`config.mk`:
```
export PLATFORM = sky130hd
export DESIGN_NAME = hazard_ctrl_unit_flat
export DESIGN_NICKNAME = d
export VERILOG_FILES = /design/src/rtl/hazard_ctrl_unit_if.sv /design/src/rtl/hazard_ctrl_unit.sv /design/src/flat_wrapper.sv
export SDC_FILE = /design/constraint.sdc
export NUM_CORES = 1
export LEC_CHECK = 0
export ABC_AREA = 1
export CORE_UTILIZATION = 32
export DETAILED_ROUTE_END_ITERATION = 16
export MAX_ROUTING_LAYER = met4
export PLACE_DENSITY = 0.95
export SLEW_MARGIN = 40
export SYNTH_ARGS = -nofsm -noshare
export SYNTH_HDL_FRONTEND = slang
export SYNTH_SLANG_ARGS = --single-unit
export TNS_END_PERCENT = 30
```
`constraint.sdc`:
```
create_clock -name clock -period 3 [get_ports clock]
set_clock_uncertainty 0.2 [all_clocks]
set_input_delay 0.3 -clock clock [delete_from_list [all_inputs] [get_ports clock]]
set_output_delay 0.3 -clock clock [all_outputs]
set_load 0.01 [all_outputs]
```
`src/rtl/hazard_ctrl_unit_if.sv`:
```
// Hazard controller bundle: ID/EX hazard inputs and pipeline-control outputs.
// Latency: n/a (signal bundle only).
// Backpressure: n/a; the controller's enables are the pipeline's backpressure.
//
// master: the pipeline side (drives ID/EX state, consumes enables).
// slave : the hazard controller.
interface hazard_ctrl_unit_if #(
    parameter int REG_AW = 5,
    parameter int OPC_W  = 7,
    parameter int PERF_W = 32
);
    logic [OPC_W-1:0]  opcode;
    logic [REG_AW-1:0] rs1;
    logic [REG_AW-1:0] rs2;
    logic              rs1_used;
    logic              rs2_used;
    logic [REG_AW-1:0] ID_EX_rd;
    logic              ID_EX_MemRead;
    logic              EX_MulDiv;
    logic              EQ;
    logic              ControlReset;
    logic              PCWrite;
    logic              IF_IDWrite;
    logic              ID_EXWrite;
    logic              IF_Flush;
    logic [PERF_W-1:0] stall_cnt;
    logic [PERF_W-1:0] flush_cnt;

    modport master (
        output opcode, rs1, rs2, rs1_used, rs2_used, ID_EX_rd, ID_EX_MemRead,
               EX_MulDiv, EQ,
        input  ControlReset, PCWrite, IF_IDWrite, ID_EXWrite, IF_Flush,
               stall_cnt, flush_cnt
    );

    modport slave (
        input  opcode, rs1, rs2, rs1_used, rs2_used, ID_EX_rd, ID_EX_MemRead,
               EX_MulDiv, EQ,
        output ControlReset, PCWrite, IF_IDWrite, ID_EXWrite, IF_Flush,
               stall_cnt, flush_cnt
    );
endinterface

```
`src/rtl/hazard_ctrl_unit.sv`:
```
// Pipeline hazard controller: load-use stalls, mul/div freeze, branch/jump flush.
// Latency: 0 cycles, enables respond combinationally in the cycle the hazard is seen.
// Backpressure: deasserts PCWrite/IF_IDWrite (and ID_EXWrite on freeze) for the stall window.
//
// Ports: clock, reset (synchronous, active-high); hz (hazard_ctrl_unit_if.slave)
//   carrying ID/EX hazard inputs and the PC / IF-ID / ID-EX enables,
//   ControlReset, IF_Flush and the stall/flush performance counters.
// Optional macro HAZARD_PERF_EN: enables saturating stall_cnt / flush_cnt;
//   without it both counters are tied to zero and no counter flops exist.
module hazard_ctrl_unit #(
    parameter int                REG_AW      = 5,
    parameter int                OPC_W       = 7,
    parameter logic [OPC_W-1:0]  OPC_BRANCH  = 7'b1100011,
    parameter logic [OPC_W-1:0]  OPC_JAL     = 7'b1101111,
    parameter logic [OPC_W-1:0]  OPC_JALR    = 7'b1100111,
    parameter int                LOAD_STALLS = 1,
    parameter int                MULDIV_LAT  = 4,
    parameter int                PERF_W      = 32
) (
    input  logic               clock,
    input  logic               reset,
    hazard_ctrl_unit_if.slave  hz
);
    localparam int CNT_MAX = (LOAD_STALLS > MULDIV_LAT) ? LOAD_STALLS : MULDIV_LAT;
    localparam int CNT_W   = $clog2(CNT_MAX + 1);

    typedef enum logic [1:0] {
        IDLE     = 2'd0,
        LD_STALL = 2'd1,
        MD_BUSY  = 2'd2
    } state_t;

    state_t           state_q;
    logic [CNT_W-1:0] cnt_q;

    logic ld_hit;
    logic freeze;
    logic stall;
    logic flush_req;

    assign ld_hit = hz.ID_EX_MemRead && (hz.ID_EX_rd != '0) &&
                    ((hz.rs1_used && (hz.rs1 == hz.ID_EX_rd)) ||
                     (hz.rs2_used && (hz.rs2 == hz.ID_EX_rd)));

    assign flush_req = ((hz.opcode == OPC_BRANCH) && hz.EQ) ||
                       (hz.opcode == OPC_JAL) || (hz.opcode == OPC_JALR);

    // The first stall/freeze cycle is raised straight from IDLE so the hazard
    // is covered in the cycle it appears; the FSM only holds the remaining
    // cycles. Reset forces the free-flowing outputs regardless of state.
    assign freeze = !reset &&
                    ((state_q == MD_BUSY) || ((state_q == IDLE) && hz.EX_MulDiv));
    assign stall  = !reset && !freeze &&
                    ((state_q == LD_STALL) || ((state_q == IDLE) && ld_hit));

    assign hz.PCWrite      = !(freeze || stall);
    assign hz.IF_IDWrite   = !(freeze || stall);
    assign hz.ID_EXWrite   = !freeze;
    assign hz.ControlReset = stall;
    assign hz.IF_Flush     = !reset && flush_req && !freeze && !stall;

    // cnt holds the stall cycles still owed after the current one; leaving at
    // cnt==1 makes the total window exactly LOAD_STALLS / MULDIV_LAT cycles.
    always_ff @(posedge clock) begin
        if (reset) begin
            state_q <= IDLE;
            cnt_q   <= '0;
        end else begin
            case (state_q)
                IDLE: begin
                    if (hz.EX_MulDiv) begin
                        if (MULDIV_LAT > 1) begin
                            state_q <= MD_BUSY;
                            cnt_q   <= CNT_W'(MULDIV_LAT - 1);
                        end
                    end else if (ld_hit) begin
                        if (LOAD_STALLS > 1) begin
                            state_q <= LD_STALL;
                            cnt_q   <= CNT_W'(LOAD_STALLS - 1);
                        end
                    end
                end
                LD_STALL, MD_BUSY: begin
                    cnt_q <= cnt_q - CNT_W'(1);
                    if (cnt_q == CNT_W'(1)) begin
                        state_q <= IDLE;
                    end
                end
                default: begin
                    state_q <= IDLE;
                    cnt_q   <= '0;
                end
            endcase
        end
    end

`ifdef HAZARD_PERF_EN
    logic [PERF_W-1:0] stall_cnt_q;
    logic [PERF_W-1:0] flush_cnt_q;

    always_ff @(posedge clock) begin
        if (reset) begin
            stall_cnt_q <= '0;
            flush_cnt_q <= '0;
        end else begin
            if (!hz.PCWrite && (stall_cnt_q != '1)) begin
                stall_cnt_q <= stall_cnt_q + PERF_W'(1);
            end
            if (hz.IF_Flush && (flush_cnt_q != '1)) begin
                flush_cnt_q <= flush_cnt_q + PERF_W'(1);
            end
        end
    end

    assign hz.stall_cnt = stall_cnt_q;
    assign hz.flush_cnt = flush_cnt_q;
`else
    assign hz.stall_cnt = '0;
    assign hz.flush_cnt = '0;
`endif

endmodule

```
`src/flat_wrapper.sv`:
```
// flat-port wrapper written by rule: the top's interface ports become plain ports
module hazard_ctrl_unit_flat 
#(
    parameter int                REG_AW      = 5,
    parameter int                OPC_W       = 7,
    parameter logic [OPC_W-1:0]  OPC_BRANCH  = 7'b1100011,
    parameter logic [OPC_W-1:0]  OPC_JAL     = 7'b1101111,
    parameter logic [OPC_W-1:0]  OPC_JALR    = 7'b1100111,
    parameter int                LOAD_STALLS = 1,
    parameter int                MULDIV_LAT  = 4,
    parameter int                PERF_W      = 32
)
  (clock, reset, hz_opcode, hz_rs1, hz_rs2, hz_rs1_used, hz_rs2_used, hz_ID_EX_rd, hz_ID_EX_MemRead, hz_EX_MulDiv, hz_EQ, hz_ControlReset, hz_PCWrite, hz_IF_IDWrite, hz_ID_EXWrite, hz_IF_Flush, hz_stall_cnt, hz_flush_cnt);
  hazard_ctrl_unit_if #(.REG_AW(REG_AW), .OPC_W(OPC_W), .PERF_W(PERF_W)) hz_i ();
  input  logic clock;
  input  logic reset;
  input wire logic [$bits(hz_i.opcode)-1:0] hz_opcode;
  input wire logic [$bits(hz_i.rs1)-1:0] hz_rs1;
  input wire logic [$bits(hz_i.rs2)-1:0] hz_rs2;
  input wire logic [$bits(hz_i.rs1_used)-1:0] hz_rs1_used;
  input wire logic [$bits(hz_i.rs2_used)-1:0] hz_rs2_used;
  input wire logic [$bits(hz_i.ID_EX_rd)-1:0] hz_ID_EX_rd;
  input wire logic [$bits(hz_i.ID_EX_MemRead)-1:0] hz_ID_EX_MemRead;
  input wire logic [$bits(hz_i.EX_MulDiv)-1:0] hz_EX_MulDiv;
  input wire logic [$bits(hz_i.EQ)-1:0] hz_EQ;
  output wire logic [$bits(hz_i.ControlReset)-1:0] hz_ControlReset;
  output wire logic [$bits(hz_i.PCWrite)-1:0] hz_PCWrite;
  output wire logic [$bits(hz_i.IF_IDWrite)-1:0] hz_IF_IDWrite;
  output wire logic [$bits(hz_i.ID_EXWrite)-1:0] hz_ID_EXWrite;
  output wire logic [$bits(hz_i.IF_Flush)-1:0] hz_IF_Flush;
  output wire logic [$bits(hz_i.stall_cnt)-1:0] hz_stall_cnt;
  output wire logic [$bits(hz_i.flush_cnt)-1:0] hz_flush_cnt;
  assign hz_i.opcode = hz_opcode;
  assign hz_i.rs1 = hz_rs1;
  assign hz_i.rs2 = hz_rs2;
  assign hz_i.rs1_used = hz_rs1_used;
  assign hz_i.rs2_used = hz_rs2_used;
  assign hz_i.ID_EX_rd = hz_ID_EX_rd;
  assign hz_i.ID_EX_MemRead = hz_ID_EX_MemRead;
  assign hz_i.EX_MulDiv = hz_EX_MulDiv;
  assign hz_i.EQ = hz_EQ;
  assign hz_ControlReset = hz_i.ControlReset;
  assign hz_PCWrite = hz_i.PCWrite;
  assign hz_IF_IDWrite = hz_i.IF_IDWrite;
  assign hz_ID_EXWrite = hz_i.ID_EXWrite;
  assign hz_IF_Flush = hz_i.IF_Flush;
  assign hz_stall_cnt = hz_i.stall_cnt;
  assign hz_flush_cnt = hz_i.flush_cnt;
  hazard_ctrl_unit #(.REG_AW(REG_AW), .OPC_W(OPC_W), .OPC_BRANCH(OPC_BRANCH), .OPC_JAL(OPC_JAL), .OPC_JALR(OPC_JALR), .LOAD_STALLS(LOAD_STALLS), .MULDIV_LAT(MULDIV_LAT), .PERF_W(PERF_W)) u_core (.clock(clock), .reset(reset), .hz(hz_i));
endmodule
```
Word level (Yosys, flattened, before mapping)

Index checks and enable logic that the tools add are counted.

Word-level logic and storage cells: 45
Bits of input ports: 29
Bits in registers: 5
Output and inout bits: 69

Equal/unequal tests: 10
$add $sub $neg: 1
Reduce and logical (&&, ||, !) cells: 27
Multiplexer cells: 5

Operators by type and width:

| kind                                                                | count |
|---|---|
| 7-bit == test (second input constant)                               | 3 |
| 1-bit logical AND                                                   | 13 |
| 5-bit == test                                                       | 2 |
| 1-bit logical OR                                                    | 6 |
| 3-bit one-hot mux with 2 select lines                               | 1 |
| 5-bit nonzero test                                                  | 1 |
| 1-bit logical NOT                                                   | 4 |
| 2-bit two-way mux                                                   | 2 |
| 2-bit one-hot mux with 2 select lines                               | 1 |
| 3-bit by 1-bit == test with 1-bit output (second input constant)    | 1 |
| 3-bit two-way mux                                                   | 1 |
| 3-bit by 1-bit subtractor with 3-bit output (second input constant) | 1 |
| 2-bit by 1-bit == test with 1-bit output (second input constant)    | 1 |
| 2-bit == test (second input constant)                               | 1 |
| 2-bit logical NOT                                                   | 1 |
| 2-bit by 1-bit != test with 1-bit output (second input constant)    | 1 |
| 2-bit != test (second input constant)                               | 1 |
| 2-bit AND reduction                                                 | 1 |
| 2-bit OR reduction                                                  | 1 |

Depth between registers and ports, before layout

Depth in word-level cells: 9
Mapped depth: 8
Depth with buffers taken out: 7

Worst setup path after synthesis

No wires, ideal clock.

Path kind: input-to-output
Start point: input hz_ID_EX_rd[0]
End point: output hz_PCWrite
Data arrival time: 1.098 ns
Path slack: 1.402 ns
Buffers on the path: 1
Cell stages on the path: 8
Required time: 2.500 ns
Path through: inv_1 nand2_1 nand2_1 nor2_1 nand3_1 nand2_1 a21oi_1 buf_4

Word-level cells in the longest chain between the ends: 9
Elaborated cells on any way between the ends: 13
Classes of those cells: 2 x eq/ne; 11 x reduce/logical

Ends and longest elaborated chain:

| element                              | RTL line                                       | RTL |
|---|---|---|
| from (decl)                          | flat_wrapper.sv:22                             | `input wire logic [$bits(hz_i.ID_EX_rd)-1:0] hz_ID_EX_rd;` |
| 5-bit == test (on tied branches)     | hazard_ctrl_unit.sv:42, hazard_ctrl_unit.sv:43 |  |
| 1-bit logical AND (on tied branches) | hazard_ctrl_unit.sv:42, hazard_ctrl_unit.sv:43 |  |
| 1-bit logical OR                     | hazard_ctrl_unit.sv:42                         | `((hz.rs1_used && (hz.rs1 == hz.ID_EX_rd)) \|\|` |
| 1-bit logical AND *                  | hazard_ctrl_unit.sv:41                         | `assign ld_hit = hz.ID_EX_MemRead && (hz.ID_EX_rd != '0) &&` |
| 1-bit logical AND *                  | hazard_ctrl_unit.sv:54                         | `((state_q == LD_STALL) \|\| ((state_q == IDLE) && ld_hit));` |
| 1-bit logical OR *                   | hazard_ctrl_unit.sv:54                         |  |
| 1-bit logical AND *                  | hazard_ctrl_unit.sv:53                         | `assign stall = !reset && !freeze &&` |
| 1-bit logical OR *                   | n/a                                            |  |
| 1-bit logical NOT *                  | n/a                                            |  |
| to (decl)                            | flat_wrapper.sv:27                             | `output wire logic [$bits(hz_i.PCWrite)-1:0] hz_PCWrite;` |

Every way passes the cells marked *; elsewhere a longest branch is shown, timed or not.

Worst setup path in the final report

Start point: input hz_ID_EX_rd[3]
End point: output hz_IF_IDWrite

Word-level cells in the longest chain between the ends: 9
Elaborated cells on any way between the ends: 13
Classes of those cells: 2 x eq/ne; 11 x reduce/logical

Ends and longest elaborated chain:

| element                              | RTL line                                       | RTL |
|---|---|---|
| 5-bit == test (on tied branches)     | hazard_ctrl_unit.sv:42, hazard_ctrl_unit.sv:43 |  |
| 1-bit logical AND (on tied branches) | hazard_ctrl_unit.sv:42, hazard_ctrl_unit.sv:43 |  |
| 1-bit logical OR                     | hazard_ctrl_unit.sv:42                         |  |
| 1-bit logical AND *                  | hazard_ctrl_unit.sv:41                         |  |
| 1-bit logical AND *                  | hazard_ctrl_unit.sv:54                         |  |
| 1-bit logical OR *                   | hazard_ctrl_unit.sv:54                         |  |
| 1-bit logical AND *                  | hazard_ctrl_unit.sv:53                         |  |
| 1-bit logical OR *                   | hazard_ctrl_unit.sv:57                         | `assign hz.IF_IDWrite = !(freeze \|\| stall);` |
| 1-bit logical NOT *                  | hazard_ctrl_unit.sv:57                         |  |
| to (decl)                            | flat_wrapper.sv:28                             | `output wire logic [$bits(hz_i.IF_IDWrite)-1:0] hz_IF_IDWrite;` |

Marked as above.

==> flow_summary_export.csv <==
group,metric,value,unit
finish,layout.filler_cells,314,
cts,worst_setup_hold_path_clk_slew,0.04,ns
global_routing,total_global_routing_overflow,0,
floorplanning,die_area,0.003202,mm2
sta,tns,0,ns
global_routing,grt_first_pass_wirelength,2346,um
route,vias_per_cell,3.507,
cts,cts_max_path_buffers,2,
synth,ys_types,20,
placed_design,numPortBuffers,33,
sta,report.final.setup_viol,0,
worst_setup_path,startpoint_type,"primary input",
finish,mostFrequentLayoutCells,"conb_1, nand2_1, clkdlybuf4s50_1",
cts,clkSinkCount,4,
synth,post_synth_inst_count,152,
worst_setup_path,worstPathMaxFanout,3,
worst_setup_path,crit_path_cell_chain,"clkdlybuf4s50_1 -> inv_1 -> nor2_1 -> nor2_1 -> nand3_1 -> nand2_1 -> a21oi_1 -> clkdlybuf4s50_1",
min_path,holdCritPathClass,"flop to flop",
placed_design,dp_hpwl,1426,um
synth,synth_top_flop_cell,"dfxtp_1",
pwr,power.leakage,0.0006386,uW
flow_run,max-cap-violations,0,
sta,final-hold-violation-count,0,
synth,synth_compound_gate_area_share,5.774,%
synth,ys_ff_latch,4,
route,route.vias.total,761,
finish,drive_gt1_share,3.226,%
synth,synth_edf_count,0,
sta,finalMaxSlewViolations,0,
finish,multiInputGateArea,550.5,um2
global_routing,number_of_antenna_violations_at_the_first_check_in_global_routing,0,
cts,tritoncts,"done",
route,routed_wire_length_per_instance,7.092,um
worst_setup_path,crit_arrival,1.98,ns
synth,synthesis.area,953.4,um2
worst_setup_path,cp_top_family,"buffers and inverters",
sta,finalCriticalPeriod,2.476,ns
finish,layout-area-overhead-vs-synth,14.70,%
floorplanning,die_width,56.59,um
floorplanning,ios,98,
route,wirelength,1539,um
worst_setup_path,worst-setup-path-type,"primary input to primary output",
route,route.antenna.remaining_nets,0,
global_routing,gr-usage-all-layers,9.337,%
placed_design,placedCellCount,214,
route,detail_route.drc_violations,0,
synth,synthArstFlopShare,0,%
cts,cts-buffers-inserted,3,
worst_setup_path,worst_ep_required_time,2.50,ns
floorplanning,start_util,34.28,%
cts,post_cts_buffers,0,
route,drtIter0Drc,18,
cts,clock_tree.root_cell,"clkbuf_4",
sta,achievable-frequency,403.9,MHz
worst_setup_path,cp-end-kind,"primary output",
synth,synthesis.area_per_instance,6.272,um2
global_routing,first_global_vias,575,
floorplanning,core_region_area,0.002781,mm2
finish,layout_commonest_cell,"conb_1",
sta,setup_repair_after_global_routing_missed_its_margin,"no",
global_routing,grt_max_degree,7,
synth,synth-seq-area-share,8.399,%
finish,diodes,0,
pwr,ir_worst_vdd,0.0002866,V
worst_setup_path,critical-path-slowest-cell,"clkdlybuf4s50_1",
synth,post_synth_mux_area_share,0,%
worst_setup_path,ff2ff_setup_slack,1.75,ns
cts,clk-insertion-delay-late,0.24,ns
synth,synth-xor-area-share,0.9186,%
outcome,outcome,"finished, final reports clean",
floorplanning,fp.dieH,56.59,um
cts,cts-htree-levels,1,
route,detail_route.first_pass.iterations,4,
synth,ys_warn_count,0,
synth,yosys.area_share.adder,2.625,%
synth,synth-simple-area-share,23.23,%
worst_setup_path,critical_path.n_buffers_inverters,3,
cts,cts.repair.resized,0,
floorplanning,placementRows,19,
pwr,power.density,236.9,mW/mm2
sta,final_min_period_over_clock_period,82.52,%
finish,final-seq-area,80.08,um2
finish,final_net_count,219,
placed_design,gp_congestion,0.7463,
synth,synth_top_family_by_area,"buffers and inverters",
cts,cts_hold_repair.buffers,0,
finish,layout_cells_excl_fill,217,
worst_setup_path,critPathMaxStageDelay,0.59,ns
[registers in the layout, summed over array words and instances, names as in the netlist]
name,cells
u_core.cnt_q,3
u_core.state_q,1
[layout make-up]
| cell class | count | area share, % |
|---|---|---|
| clock buffers | 3 | 2.059 |
| inverters | 19 | 6.522 |
| multi-input cells | 127 | 50.34 |
| flip-flops and latches | 4 | 7.323 |
| well taps | 31 | 3.547 |
| repair buffers | 33 | 30.21 |
[cells in the mapped netlist, types with 2 or more instances]
cell / count / area, um2
ha_1: 2 / 25.02
a21oi_1: 4 / 20.02
nor2_1: 10 / 37.54
buf_4: 65 / 488.0
dfxtp_1: 4 / 80.08
inv_1: 19 / 71.32
nand2_1: 34 / 127.6
nand3_1: 2 / 10.01
[power by group]
group	switching, uW	total, uW	leakage [uW]	internal (uW)
clock	25.2	70.1	0.0000138	45.0
sequential	4.21	62.7	0.0000333	58.5
combinational	72.5	126	0.000592	53.8
total	102	259	0.000639	157
[kinds of logic (layout without fill, tap and decap cells)]
logic type | Yosys count | in the layout
other cells | 1 | 64
compound gates | 8 | 8
flops | 4 | 4
xor+xnor | 1 | 1
fa+ha+maj | 2 | 2
simple gates | 52 | 52
buf+inv | 84 | 55
[worst register-to-register path: cells and delay by family, from the launching register on]
family                     cells  cell delay (ns)
buffers and inverters          1             0.07
DFF                            1             0.34
AOI/OAI and AO/OA              1             0.26
adders and majority gates      1             0.29
[metrics by stage]
step	util, %	area [um2]	total power (uW)	hold WS [ns]	setup slack (ns)
3_3_place_gp	38.51	1071	186.3	0.2709	0.5489
5_1_grt	39.32	1094	279.7	0.3191	0.3703
2_1_floorplan	-	1190	198.2	0.1691	1.402
6_report	39.32	1094	259.1	0.2878	0.5243
3_5_place_dp	38.51	1071	188.8	0.2896	0.4797
4_1_cts	39.32	1094	260.7	0.2877	0.4830
[worst paths after layout]
check | startpoint | to | depth (start not counted)
max reg2reg | u_core.cnt_q[0] | u_core.cnt_q[1] | 3
max | hz_ID_EX_rd[3] | hz_IF_IDWrite | 8
min | u_core.cnt_q[2] | u_core.state_q[1] | 2
min reg2reg | u_core.cnt_q[2] | u_core.state_q[1] | 2
[metal layers]
layer  global-route usage (%)  share of wire [%]  up-vias
li1                         -                  -      397
met1                    10.43                 36      314
met2                    16.47                 53       50
met3                    2.995                 10        0
met4                    1.394                  0        0
met5                        -                  0        -
(Power assumes the default switching activity.)
